--- config.mk ---
export PLATFORM = sky130hd
export DESIGN_NAME = clock_disp_scan
export DESIGN_NICKNAME = d
export VERILOG_FILES = /design/src/rtl/clock_disp_pkg.sv /design/src/rtl/clock_disp_seg7_dec.sv /design/src/rtl/clock_disp_scan.sv
export SDC_FILE = /design/constraint.sdc
export NUM_CORES = 1
export LEC_CHECK = 0
export ABC_AREA = 1
export CAP_MARGIN = 20
export CORE_MARGIN = 2
export CORE_UTILIZATION = 48
export DETAILED_ROUTE_END_ITERATION = 12
export PLACE_DENSITY = 0.75
export SLEW_MARGIN = 20
export SYNTH_ARGS = -nofsm -noshare
export SYNTH_HDL_FRONTEND = slang
export SYNTH_SLANG_ARGS = --single-unit
--- constraint.sdc ---
create_clock -name in_clk -period 1.8 [get_ports in_clk]
set_input_delay 0.54 -clock in_clk [delete_from_list [all_inputs] [get_ports in_clk]]
set_output_delay 0.54 -clock in_clk [all_outputs]
set_load 0.01 [all_outputs]
--- src/rtl/clock_disp_pkg.sv ---
// Shared constants for the clock display path: segment patterns, digit slots, digit count.
package clock_disp_pkg;

  localparam int NUM_DIGITS = 6;

  typedef logic [2:0] digit_idx_t;

  localparam digit_idx_t IDX_H2 = 3'd0;
  localparam digit_idx_t IDX_H1 = 3'd1;
  localparam digit_idx_t IDX_M2 = 3'd2;
  localparam digit_idx_t IDX_M1 = 3'd3;
  localparam digit_idx_t IDX_S2 = 3'd4;
  localparam digit_idx_t IDX_S1 = 3'd5;

  // Active-high patterns, bit order {g,f,e,d,c,b,a}
  localparam logic [6:0] SEG_0    = 7'h3F;
  localparam logic [6:0] SEG_1    = 7'h06;
  localparam logic [6:0] SEG_2    = 7'h5B;
  localparam logic [6:0] SEG_3    = 7'h4F;
  localparam logic [6:0] SEG_4    = 7'h66;
  localparam logic [6:0] SEG_5    = 7'h6D;
  localparam logic [6:0] SEG_6    = 7'h7D;
  localparam logic [6:0] SEG_7    = 7'h07;
  localparam logic [6:0] SEG_8    = 7'h7F;
  localparam logic [6:0] SEG_9    = 7'h6F;
  localparam logic [6:0] SEG_DASH = 7'h40;

endpackage

--- src/rtl/clock_disp_seg7_dec.sv ---
// BCD to active-high 7-segment decoder; codes 10..15 show a dash. Shared with the alarm display.
module seg7_dec
  import clock_disp_pkg::*;
(
  input  logic [3:0] bcd_i,
  output logic [6:0] seg_o
);

  always_comb begin
    case (bcd_i)
      4'd0:    seg_o = SEG_0;
      4'd1:    seg_o = SEG_1;
      4'd2:    seg_o = SEG_2;
      4'd3:    seg_o = SEG_3;
      4'd4:    seg_o = SEG_4;
      4'd5:    seg_o = SEG_5;
      4'd6:    seg_o = SEG_6;
      4'd7:    seg_o = SEG_7;
      4'd8:    seg_o = SEG_8;
      4'd9:    seg_o = SEG_9;
      default: seg_o = SEG_DASH;
    endcase
  end

endmodule

--- src/rtl/clock_disp_scan.sv ---
// Six-digit multiplexed 7-segment scanner with per-frame digit snapshot and blanking gaps.
// Optional leading-zero blanking of the hour-tens digit: define CLOCK_DISP_LZB_EN.
module clock_disp_scan
  import clock_disp_pkg::*;
#(
  parameter int SCAN_DIV       = 5000,
  parameter int BLANK_CYC      = 16,
  parameter int COM_ACTIVE_LOW = 1,
  parameter int SEG_ACTIVE_LOW = 0
) (
  input  logic       in_clk,
  input  logic       rst,
  input  logic [3:0] h2,
  input  logic [3:0] h1,
  input  logic [3:0] m2,
  input  logic [3:0] m1,
  input  logic [3:0] s2,
  input  logic [3:0] s1,
  input  logic       colon_on,
  output logic [5:0] com,
  output logic [6:0] seg,
  output logic       dp
);

  localparam int DIV_W = (SCAN_DIV > 1) ? $clog2(SCAN_DIV) : 1;
  localparam logic [DIV_W-1:0] DIV_LAST  = DIV_W'(SCAN_DIV - 1);
  localparam logic [DIV_W-1:0] BLANK_END = DIV_W'(BLANK_CYC);
  localparam logic [5:0] COM_OFF = (COM_ACTIVE_LOW != 0) ? 6'h3F : 6'h00;
  localparam logic [6:0] SEG_OFF = (SEG_ACTIVE_LOW != 0) ? 7'h7F : 7'h00;
  localparam logic       DP_OFF  = (SEG_ACTIVE_LOW != 0);

  logic [DIV_W-1:0]                div_q, div_d;
  digit_idx_t                      idx_q, idx_d;
  logic [NUM_DIGITS-1:0][3:0]      sh_q, sh_d;
  logic                            colon_q, colon_d;
  logic [5:0]                      com_q, com_d;
  logic [6:0]                      seg_q, seg_d;
  logic                            dp_q, dp_d;

  logic [3:0] cur_bcd;
  logic [6:0] dec_seg;
  logic [5:0] com_act;
  logic [6:0] seg_act;
  logic       dp_act;

  // Slot timing and frame snapshot; shadow index 0 holds h2 so it lines up with idx.
  always_comb begin
    div_d   = div_q + DIV_W'(1);
    idx_d   = idx_q;
    sh_d    = sh_q;
    colon_d = colon_q;
    if (div_q == DIV_LAST) begin
      div_d = '0;
      if (idx_q == IDX_S1) begin
        idx_d   = IDX_H2;
        sh_d    = {s1, s2, m1, m2, h1, h2};
        colon_d = colon_on;
      end else begin
        idx_d = idx_q + 3'd1;
      end
    end
  end

  assign cur_bcd = sh_q[idx_q];

  seg7_dec u_dec (
    .bcd_i (cur_bcd),
    .seg_o (dec_seg)
  );

  always_comb begin
    com_act = (div_q >= BLANK_END) ? (6'b100000 >> idx_q) : 6'b000000;
    seg_act = dec_seg;
    dp_act  = colon_q && ((idx_q == IDX_H1) || (idx_q == IDX_M1));
`ifdef CLOCK_DISP_LZB_EN
    if ((idx_q == IDX_H2) && (sh_q[IDX_H2] == 4'd0)) begin
      seg_act = 7'h00;
      dp_act  = 1'b0;
    end
`endif
    com_d = (COM_ACTIVE_LOW != 0) ? ~com_act : com_act;
    seg_d = (SEG_ACTIVE_LOW != 0) ? ~seg_act : seg_act;
    dp_d  = (SEG_ACTIVE_LOW != 0) ? ~dp_act  : dp_act;
  end

  // Output registers: one cycle behind the (idx, div) state
  always_ff @(posedge in_clk) begin
    if (rst) begin
      div_q   <= '0;
      idx_q   <= IDX_H2;
      sh_q    <= '0;
      colon_q <= 1'b0;
      com_q   <= COM_OFF;
      seg_q   <= SEG_OFF;
      dp_q    <= DP_OFF;
    end else begin
      div_q   <= div_d;
      idx_q   <= idx_d;
      sh_q    <= sh_d;
      colon_q <= colon_d;
      com_q   <= com_d;
      seg_q   <= seg_d;
      dp_q    <= dp_d;
    end
  end

  assign com = com_q;
  assign seg = seg_q;
  assign dp  = dp_q;

endmodule

=== After elaboration in Yosys (flattened, before gate mapping) ===
Memories as Yosys holds them, arrays and structs flattened. A register that Yosys moved wholly into a read port is not among the register bits.
Index checks and enable logic that the tools add are counted.

* Flip-flop bits (word level): 48
* Bits in read-only memories: 112
* Output and inout bits: 14
* Word-level logic and storage cells: 30
* Memories: 1

{| class="wikitable"
|+ Memory list
! name !! words !! width !! rd ports !! clocked after memory_dff !! write ports !! RTL line !! RTL
|-
| (no name shown) || 16 || 7 || 1 || 1 || 0 || clock_disp_seg7_dec.sv:10 || <nowiki>case (bcd_i)</nowiki>
|}

* $add $sub $neg: 2
* Order comparisons: 2
* Equal/unequal tests: 4
* Shifts and indexed selects: 1
* Mux-type cells: 4
* Bitwise operators: 1
* Reduce and logical (&&, ||, !) cells: 4

{| class="wikitable"
|+ Operators by type and width
! operator !! number
|-
| 13-bit by 1-bit adder with 13-bit output, second input constant || 1
|-
| 13-bit == test, second input constant || 1
|-
| 13-bit by 5-bit >= comparator with 1-bit output, second input constant || 1
|-
| 4-bit binary-select mux with 3-bit select || 1
|-
| 6-bit 2-to-1 mux || 1
|-
| 6-bit inverter || 1
|-
| 6-bit by 3-bit right shift with 6-bit output, first input constant || 1
|-
| 3-bit by 4-bit < comparator with 1-bit output, second input constant || 1
|-
| 4-bit 2-to-1 mux || 1
|-
| 3-bit by 1-bit adder with 3-bit output, second input constant || 1
|-
| 3-bit by 1-bit == test with 1-bit output, second input constant || 1
|-
| 3-bit by 2-bit == test with 1-bit output, second input constant || 1
|-
| 3-bit == test, second input constant || 1
|-
| 3-bit 2-to-1 mux || 1
|-
| 2-bit AND reduction || 1
|-
| 2-bit OR reduction || 1
|-
| 1-bit logical AND || 1
|-
| 1-bit logical OR || 1
|}

=== Longest topological paths before layout ===
Gate-level depths: netlist of run 1.

* Depth after elaboration: 3
* Gate-level depth with buffers: 15
* Depth with buffers taken out: 14

=== By module ===
A second synthesis of run 1 with hierarchy kept.

* Cells, all modules: 410
* Area, all modules: 2742.6 µm²

{| class="wikitable"
|+ Modules (own cells, without submodules)
! module !! instances !! cells each !! area an instance (µm²)
|-
| clock_disp_scan || 1 || 374 || 2549.9
|-
| seg7_dec || 1 || 36 || 192.7
|}

=== Worst setup path before layout of run 1 ===
OpenSTA, ideal clock, no wires.

* Path type: reg-to-reg
* Start: reg idx_q[1]
* End: reg seg_q[0], in the netlist seg[0]
* Arrival: 1754 ps
* Setup slack: -25 ps
* Cell stages (with the launch flop): 16
* Buffers on the path: 1
* Period minus slack after synthesis: 1825 ps
* Cell sequence: dfxtp_1 -> buf_6 -> inv_1 -> nor2_1 -> nand2_1 -> nand4_1 -> nand2_1 -> o21ai_0 -> a21oi_1 -> inv_1 -> ha_1 -> inv_1 -> nand3_1 -> nand2_1 -> nand2_1 -> a21oi_1

* Longest elaborated chain between the ends: 2

{| class="wikitable"
|+ RTL lines
! element !! RTL line !! RTL
|-
| from (decl) || clock_disp_scan.sv:33 || <nowiki>digit_idx_t idx_q, idx_d;</nowiki>
|-
| from (signal assigned) || clock_disp_scan.sv:98 || <nowiki>idx_q <= idx_d;</nowiki>
|-
| 4-bit binary-select mux with 3-bit select || clock_disp_scan.sv:64 || <nowiki>assign cur_bcd = sh_q[idx_q];</nowiki>
|-
| 4-bit 2-to-1 mux (implied by the code) || clock_disp_scan.sv:64 ||
|-
| to (decl) || clock_disp_scan.sv:37 || <nowiki>logic [6:0] seg_q, seg_d;</nowiki>
|}

Every way passes these cells. The select of a mux whose other input is x is not followed.
A chain may end at the register's enable or synchronous reset.

=== Final worst setup path of run 1 ===
* Start: reg com_q[1], in the netlist com[1]
* End: out com[1]

{| class="wikitable"
|+ RTL lines
! element !! RTL line !! RTL
|-
| from (decl) || clock_disp_scan.sv:36 || <nowiki>logic [5:0] com_q, com_d;</nowiki>
|-
| from (signal assigned) || clock_disp_scan.sv:101 || <nowiki>com_q <= com_d;</nowiki>
|-
| to (decl) || clock_disp_scan.sv:20 || <nowiki>output logic [5:0] com,</nowiki>
|}

No word-level cell between the ends.

==> results.py, run 1 <==
metrics = {
    "finish": {
        "register_area_um2": 1110,
        "nets": 426,
        "area_growth_pct": 25.5,
        "nFillCells": 496,
        "final_cells": 463,
        "utilization_pct": 61.9,
        "drive_gt1_share_pct": 23.3,
        "layout_common_cells": "nand2_1, dfxtp_1, nor2_1, clkdlybuf4s50_1, nor3_2",
        "final_common_cell": "nand2_1",
        "multi_input_area_um2": 1410,
        "antenna_cells": 0,
    },
    "cts": {
        "h-tree-depth": 2,
        "cts_inserted_buffers": 5,
        "hold_buffers": 0,
        "cts_tree": "done",
        "cts_buffer_depth": 2,
        "cts-root-buf": "clkbuf_8",
        "cts.sinks": 55,
        "clkSlewWorstSetupHoldPaths_ns": 0.09,
        "post_cts_buffers": 0,
        "clock_latency_ns": 0.30,
    },
    "min_path": {
        "holdPathEnd": "div_q[11]",
        "min_from": "div_q[11]",
        "hp-class": "reg2reg",
        "hold_depth": 2,
    },
    "yosys": {
        "synth_compound_area_share_pct": 5.13,
        "muxShareOfSynthArea_pct": 0,
        "synth.distinct_cells": 29,
        "synth_nets": 373,
        "synth_warnings": 0,
        "ys_ff_latch": 55,
        "avgSynthCellArea_um2": 7.96,
        "syn_area_um2": 2680,
        "synthXorXnorAreaFrac_pct": 0.326,
        "synthAdderAreaFrac_pct": 4.20,
        "seq_area_frac_synth_pct": 41.0,
        "synth_top_family_by_area": "simple AND/OR/NAND/NOR gates",
        "synthCells": 337,
        "synth-simple-area-share_pct": 41.1,
    },
    "grt": {
        "antenna_found_initial": 0,
        "grt_use_total_pct": 17.2,
        "first_global_vias": 1971,
        "grt_pass1_wl_um": 8580,
        "overflow": 0,
        "grt_start_max_net_pins": 27,
    },
    "timing": {
        "max_clock_freq_mhz": 590,
        "whs_ns": 0.464,
        "worstMarginPinSlew_ns": 0.362,
        "rsz0062_at_grt": "true",
        "fin_crit_ns": 1.69,
        "setup_viol": 0,
        "final.period_utilization_pct": 94.1,
        "clock_skew_ns": 0.0125,
        "maxSlewViolCount": 0,
        "setup_slack_ns": 0.106,
        "hold_viol": 0,
        "relSlewSlack_pct": 75.9,
    },
    "worst_setup_path": {
        "cp-startpoint": "com[1]",
        "slowest_delay_ns": 0.52,
        "critical_path_class": "reg2out",
        "crit_path_end_kind": "output pin",
        "crit_chain": "clkdlybuf4s50_1",
        "path_max_fanout": 1,
        "arrival_ns": 1.15,
        "cp_top_family": "buffers and inverters",
        "reg2reg_slack_ns": 0.11,
        "r2r_start": "div_q[0]",
        "start_kind": "flip-flop",
        "reg2reg_to": "sh_q[7]",
        "cp_slowest_cell": "clkdlybuf4s50_1",
        "reg2reg_depth": 7,
        "required_ns": 1.26,
        "path_buf_inv": 1,
    },
    "route": {
        "routed_wl_um": 5180,
        "drcViolationCount": 0,
        "viasPerCell": 4.86,
        "drt_iter0_markers": 70,
        "wl_per_cell_um": 11.2,
        "dr_total_vias": 2249,
        "drtAntennaViolNets": 0,
        "firstDrtPassIters": 4,
    },
    "power_and_ir_drop": {
        "p_leak_nw": 1.34,
        "power.density_nw_per_um2": 620,
        "p_int_mw": 1.65,
        "power_frac_comb_pct": 6.1,
        "power.switching_mw": 0.434,
        "pwr-share-seq_pct": 59.0,
        "ir_drop_uv": 353,
        "p_sw_share_pct": 20.8,
        "p_clk_share_pct": 34.9,
        "power_mw": 2.09,
    },
    "place": {
        "dp_cells": 454,
        "io_buffer_count": 40,
        "place_ws_ns": -0.0438,
        "dpl.hpwl_um": 3890,
        "gp_congestion": 0.837,
    },
    "outcome": {
        "outcome": "complete, no violations",
    },
    "die": {
        "num_rows": 27,
        "coreArea_um2": 5440,
        "ios": 41,
        "floorplan.initialDensity_pct": 49.3,
        "die_h_um": 78.8,
        "die_w_um": 78.8,
        "dieArea_um2": 6200,
    },
    "run": {
        "drv_cap": 0,
    },
}
## sequential cells by signal, summed over array words and instances, names as in the netlist
signal / flops
sh_q: 24
seg: 7
colon_q: 1
idx_q: 3
com: 6
dp: 1
div_q: 13
## power by group through the flow
stage | clock, mW | sequential (mW) | combinational (mW)
floorplan | 0 | 1.27 | 0.0357
global placement | 0 | 1.26 | 0.125
detailed placement | 0 | 1.26 | 0.126
CTS | 0.753 | 1.24 | 0.126
global route | 0.801 | 1.23 | 0.139
finish | 0.729 | 1.23 | 0.127
## cells in the mapped netlist, drive strengths merged
| cell | instances | area, um^2 |
|---|---|---|
| a21oi | 15 | 75.1 |
| a31oi | 1 | 6.26 |
| and3 | 1 | 6.26 |
| buf | 10 | 96.4 |
| clkbuf | 4 | 15.0 |
| dfxtp | 55 | 1100 |
| ha | 9 | 113 |
| inv | 28 | 108 |
| nand2 | 78 | 305 |
| nand3 | 14 | 70.1 |
| nand4 | 6 | 37.5 |
| nor2 | 46 | 220 |
| nor3 | 55 | 435 |
| nor3b | 3 | 22.5 |
| o21a | 1 | 7.51 |
| o21ai | 7 | 35.0 |
| o22ai | 1 | 6.26 |
| o31ai | 1 | 7.51 |
| or2 | 1 | 6.26 |
| xor2 | 1 | 8.76 |
## layer usage
layer / wire (um) / global-route usage [%] / up-vias
met5: 0 / 0 / -
met4: 61 / 6.32 / 0
met3: 169 / 2.39 / 5
met2: 2360 / 27.8 / 44
met1: 2590 / 23.6 / 991
li1: - / - / 1209
## cell type report
| cell class | instances | area share (%) |
|---|---|---|
| clock buffers | 7 | 2.86 |
| multi-input cells | 241 | 41.8 |
| clock inverters | 1 | 0.223 |
| repair buffers | 59 | 16.1 |
| flip-flops and latches | 55 | 32.9 |
| well taps | 72 | 2.68 |
| inverters | 28 | 3.35 |
## what timing repair did
| item | 4_1_cts | 5_1_grt |
|---|---|---|
| cloned | 0 | 1 |
| gates resized for setup | 3 | 15 |
| endpoints found under the setup margin | 5 | 26 |
| pin swaps | 0 | 3 |
## cells by family (layout without fill, tap and decap cells)
| logic type | count (synthesis) | after routing |
|---|---|---|
| simple gates | 204 | 205 |
| flops | 55 | 55 |
| buf+inv | 42 | 95 |
| compound gates | 26 | 26 |
| fa+ha+maj | 9 | 9 |
| xor+xnor | 1 | 1 |
## per-stage QoR
step,TNS [ns],area [um^2]
3_3_place_gp,0,3210
4_1_cts,0,3320
3_5_place_dp,-0.0782,3210
6_report,0,3370
2_1_floorplan,0,2690
5_1_grt,-0.0577,3370
## how the worst max path moves through the flow
| stage | cells after the start | end | slack, ns |
|---|---|---|---|
| 2_1_floorplan | 15 | seg[0] | 0.07 |
| 3_3_place_gp | 13 | seg[0] | 0.008 |
| 4_1_cts | 13 | seg[0] | 0.04 |
| 5_1_grt | 14 | seg[0] | -0.02 |
| 6_report | 1 | com[1] | 0.11 |
| 3_5_place_dp | 13 | seg[0] | -0.04 |
## worst reg2reg max path, delay by kind of cell, from the launching register on
| family | cells | cell delay (ns) |
|---|---|---|
| adder cells (fa/ha/maj) | 1 | 0.22 |
| buffers and inverters | 1 | 0.22 |
| flip-flops | 1 | 0.39 |
| AND/OR/NAND/NOR | 5 | 0.77 |
Power figures use the tool's default switching activity.
==> run 2, diff against run 1 <==
Settings changed: CORE_UTILIZATION 48 to 50, CTS_BUF_LIST set to sky130_fd_sc_hd__clkbuf_8, CTS_CLUSTER_SIZE set to 24, PLACE_DENSITY 0.75 to 0.78.
==> run 2 against run 1 <==
Utilization is 4.1 points higher; setup slack worse by 0.018 ns; die area decreased by 3.8%; highest routed layer unchanged.
==> results.py, run 2 (synthesis results as in run 1) <==
metrics = {
    "worst_setup_path": {
        "crit_path_end_kind": "flip-flop",
        "r2r_start": "idx_q[0]",
        "start_kind": "flip-flop",
        "path_max_fanout": 7,
        "critical_path_class": "reg2reg",
        "arrival_ns": 1.95,
        "cp.depth": 14,
        "cp_top_family": "simple AND/OR/NAND/NOR gates",
        "slowest_delay_ns": 0.39,
        "path_common_cell": "nand2_1",
        "crit_end": "seg[3]",
        "path_buf_inv": 3,
        "required_ns": 2.04,
        "crit_chain": "inv_6, nor2_8, nand2_1, nand4_1, nand2_1, o21ai_2, a21oi_2, inv_2, ha_2, inv_2, nand3_2, nand2_1, nand2_1, a21oi_1",
        "cp_slowest_cell": "dfxtp_4",
        "reg2reg_depth": 14,
        "cp-startpoint": "idx_q[0]",
        "reg2reg_to": "seg[3]",
        "reg2reg_slack_ns": 0.09,
    },
    "route": {
        "drt_iter0_markers": 128,
        "dr_total_vias": 2298,
        "drtAntennaViolNets": 0,
        "routed_wl_um": 5500,
        "viasPerCell": 5.02,
        "firstDrtPassIters": 4,
        "wl_per_cell_um": 12.0,
        "drcViolationCount": 0,
    },
    "finish": {
        "antenna_cells": 0,
        "layout_common_cells": "nand2_1, dfxtp_1, clkdlybuf4s50_1",
        "nets": 423,
        "largest-register": "sh_q",
        "drive_gt1_share_pct": 22.7,
        "area_growth_pct": 26.5,
        "final_common_cell": "nand2_1",
        "largest_register_ffs": 24,
        "nFillCells": 467,
    },
    "timing": {
        "max_clock_freq_mhz": 584,
        "maxSlewViolCount": 0,
        "hold_viol": 0,
        "worstMarginPinSlew_ns": 0.378,
        "relSlewSlack_pct": 74.8,
        "final.period_utilization_pct": 95.1,
        "setup_slack_ns": 0.0876,
        "tns_ns": 0,
        "fin_crit_ns": 1.71,
        "clock_skew_ns": 0.00908,
        "rsz0062_at_grt": "true",
        "setup_viol": 0,
    },
    "power_and_ir_drop": {
        "p_leak_nw": 1.35,
        "power.density_nw_per_um2": 677,
        "ir_drop_uv": 426,
    },
    "die": {
        "die_w_um": 77.2,
        "dieArea_um2": 5970,
        "floorplan.initialDensity_pct": 52.2,
        "ios": 41,
        "coreArea_um2": 5140,
        "die_h_um": 77.2,
        "num_rows": 26,
    },
    "cts": {
        "cts_tree": "done",
        "clkSlewWorstSetupHoldPaths_ns": 0.10,
        "post_cts_buffers": 0,
        "cts_buffer_depth": 2,
        "cts-root-buf": "clkbuf_8",
        "cts_inserted_buffers": 5,
        "h-tree-depth": 2,
        "clock_latency_ns": 0.31,
        "cts.sinks": 55,
    },
    "grt": {
        "grt_start_max_net_pins": 27,
        "grt_use_total_pct": 19.5,
        "antenna_found_initial": 0,
        "overflow": 0,
        "grt_pass1_wl_um": 9470,
        "first_global_vias": 2093,
    },
    "place": {
        "place_ws_ns": -0.0899,
        "gp_congestion": 0.849,
        "io_buffer_count": 40,
        "dpl.hpwl_um": 3980,
    },
    "min_path": {
        "hp-class": "reg2reg",
    },
    "outcome": {
        "outcome": "complete, no violations",
    },
    "run": {
        "drv_cap": 0,
    },
}
==> run 2: changes by cell type in the layout (fill, tap and decap cells not counted), sizes merged <==
cell	delta
clkinv	-1
buf	-3
clkinvlp	-1
bufinv	+2
inv	+2
clkbuf	-2
==> run 2: worst min-delay path, delay by kind of cell (launching register included) <==
| kind | cells | cell delay, ns |
|---|---|---|
| simple gates | 1 | 0.06 |
| compound gates | 1 | 0.05 |
| flops | 1 | 0.32 |
==> run 2: per-layer routing <==
metal	track usage, %	vias to the layer above	part of all wire, %	routed length [um]
met4	7.14	0	1.5	83
met5	0	-	0	0
met2	30.7	56	46	2550
met1	26.4	1034	48	2620
met3	4.00	7	4.4	243
li1	-	1201	-	-
==> run 2: cell type report <==
| class | instances | area [um^2] | share of cell area (%) |
|---|---|---|---|
| Tap cell | 70 | 87.6 | 2.58 |
| Clock inverter | 3 | 63.8 | 1.88 |
| Multi-Input combinational cell | 241 | 1420 | 41.8 |
| Clock buffer | 5 | 68.8 | 2.03 |
| Timing Repair Buffer | 56 | 533 | 15.7 |
| Inverter | 28 | 113 | 3.32 |
| Sequential cell | 55 | 1110 | 32.7 |
==> run 2: power by group <==
part / internal (mW) / total (mW) / switching, mW
registers: 1.23 / 1.23 / 0.00638
clock network: 0.550 / 0.936 / 0.386
logic: 0.0773 / 0.128 / 0.0505
==> run 2: metrics by stage <==
step | hold WS (ns) | instances | utilization, % | cell area [um^2] | total power, mW
after global routing | 0.510 | 458 | 66.0 | 3390 | 2.38
after detailed placement | 0.456 | 449 | 62.2 | 3200 | 1.39
after CTS | 0.470 | 457 | 64.9 | 3340 | 2.32
after global placement | 0.446 | 449 | 62.2 | 3200 | 1.39
final | 0.467 | 458 | 66.0 | 3390 | 2.30
after floorplan | 0.429 | 337 | - | 2690 | 1.30
==> run 2: worst min-delay path by stage <==
stage,to,cells after the start,startpoint,slack (ns)
5_1_grt,dp,2,colon_q,0.51
3_5_place_dp,div_q[11],2,div_q[11],0.46
4_1_cts,div_q[11],2,div_q[11],0.47
2_1_floorplan,dp,2,colon_q,0.43
3_3_place_gp,div_q[0],1,div_q[0],0.45
6_report,div_q[11],2,div_q[11],0.47
==> run 2: repair_timing <==
item,CTS,global route
hold buffers,0,0
cloned,0,1
pin swaps,0,3
setup endpoints to repair,6,36
gates resized for setup,5,16
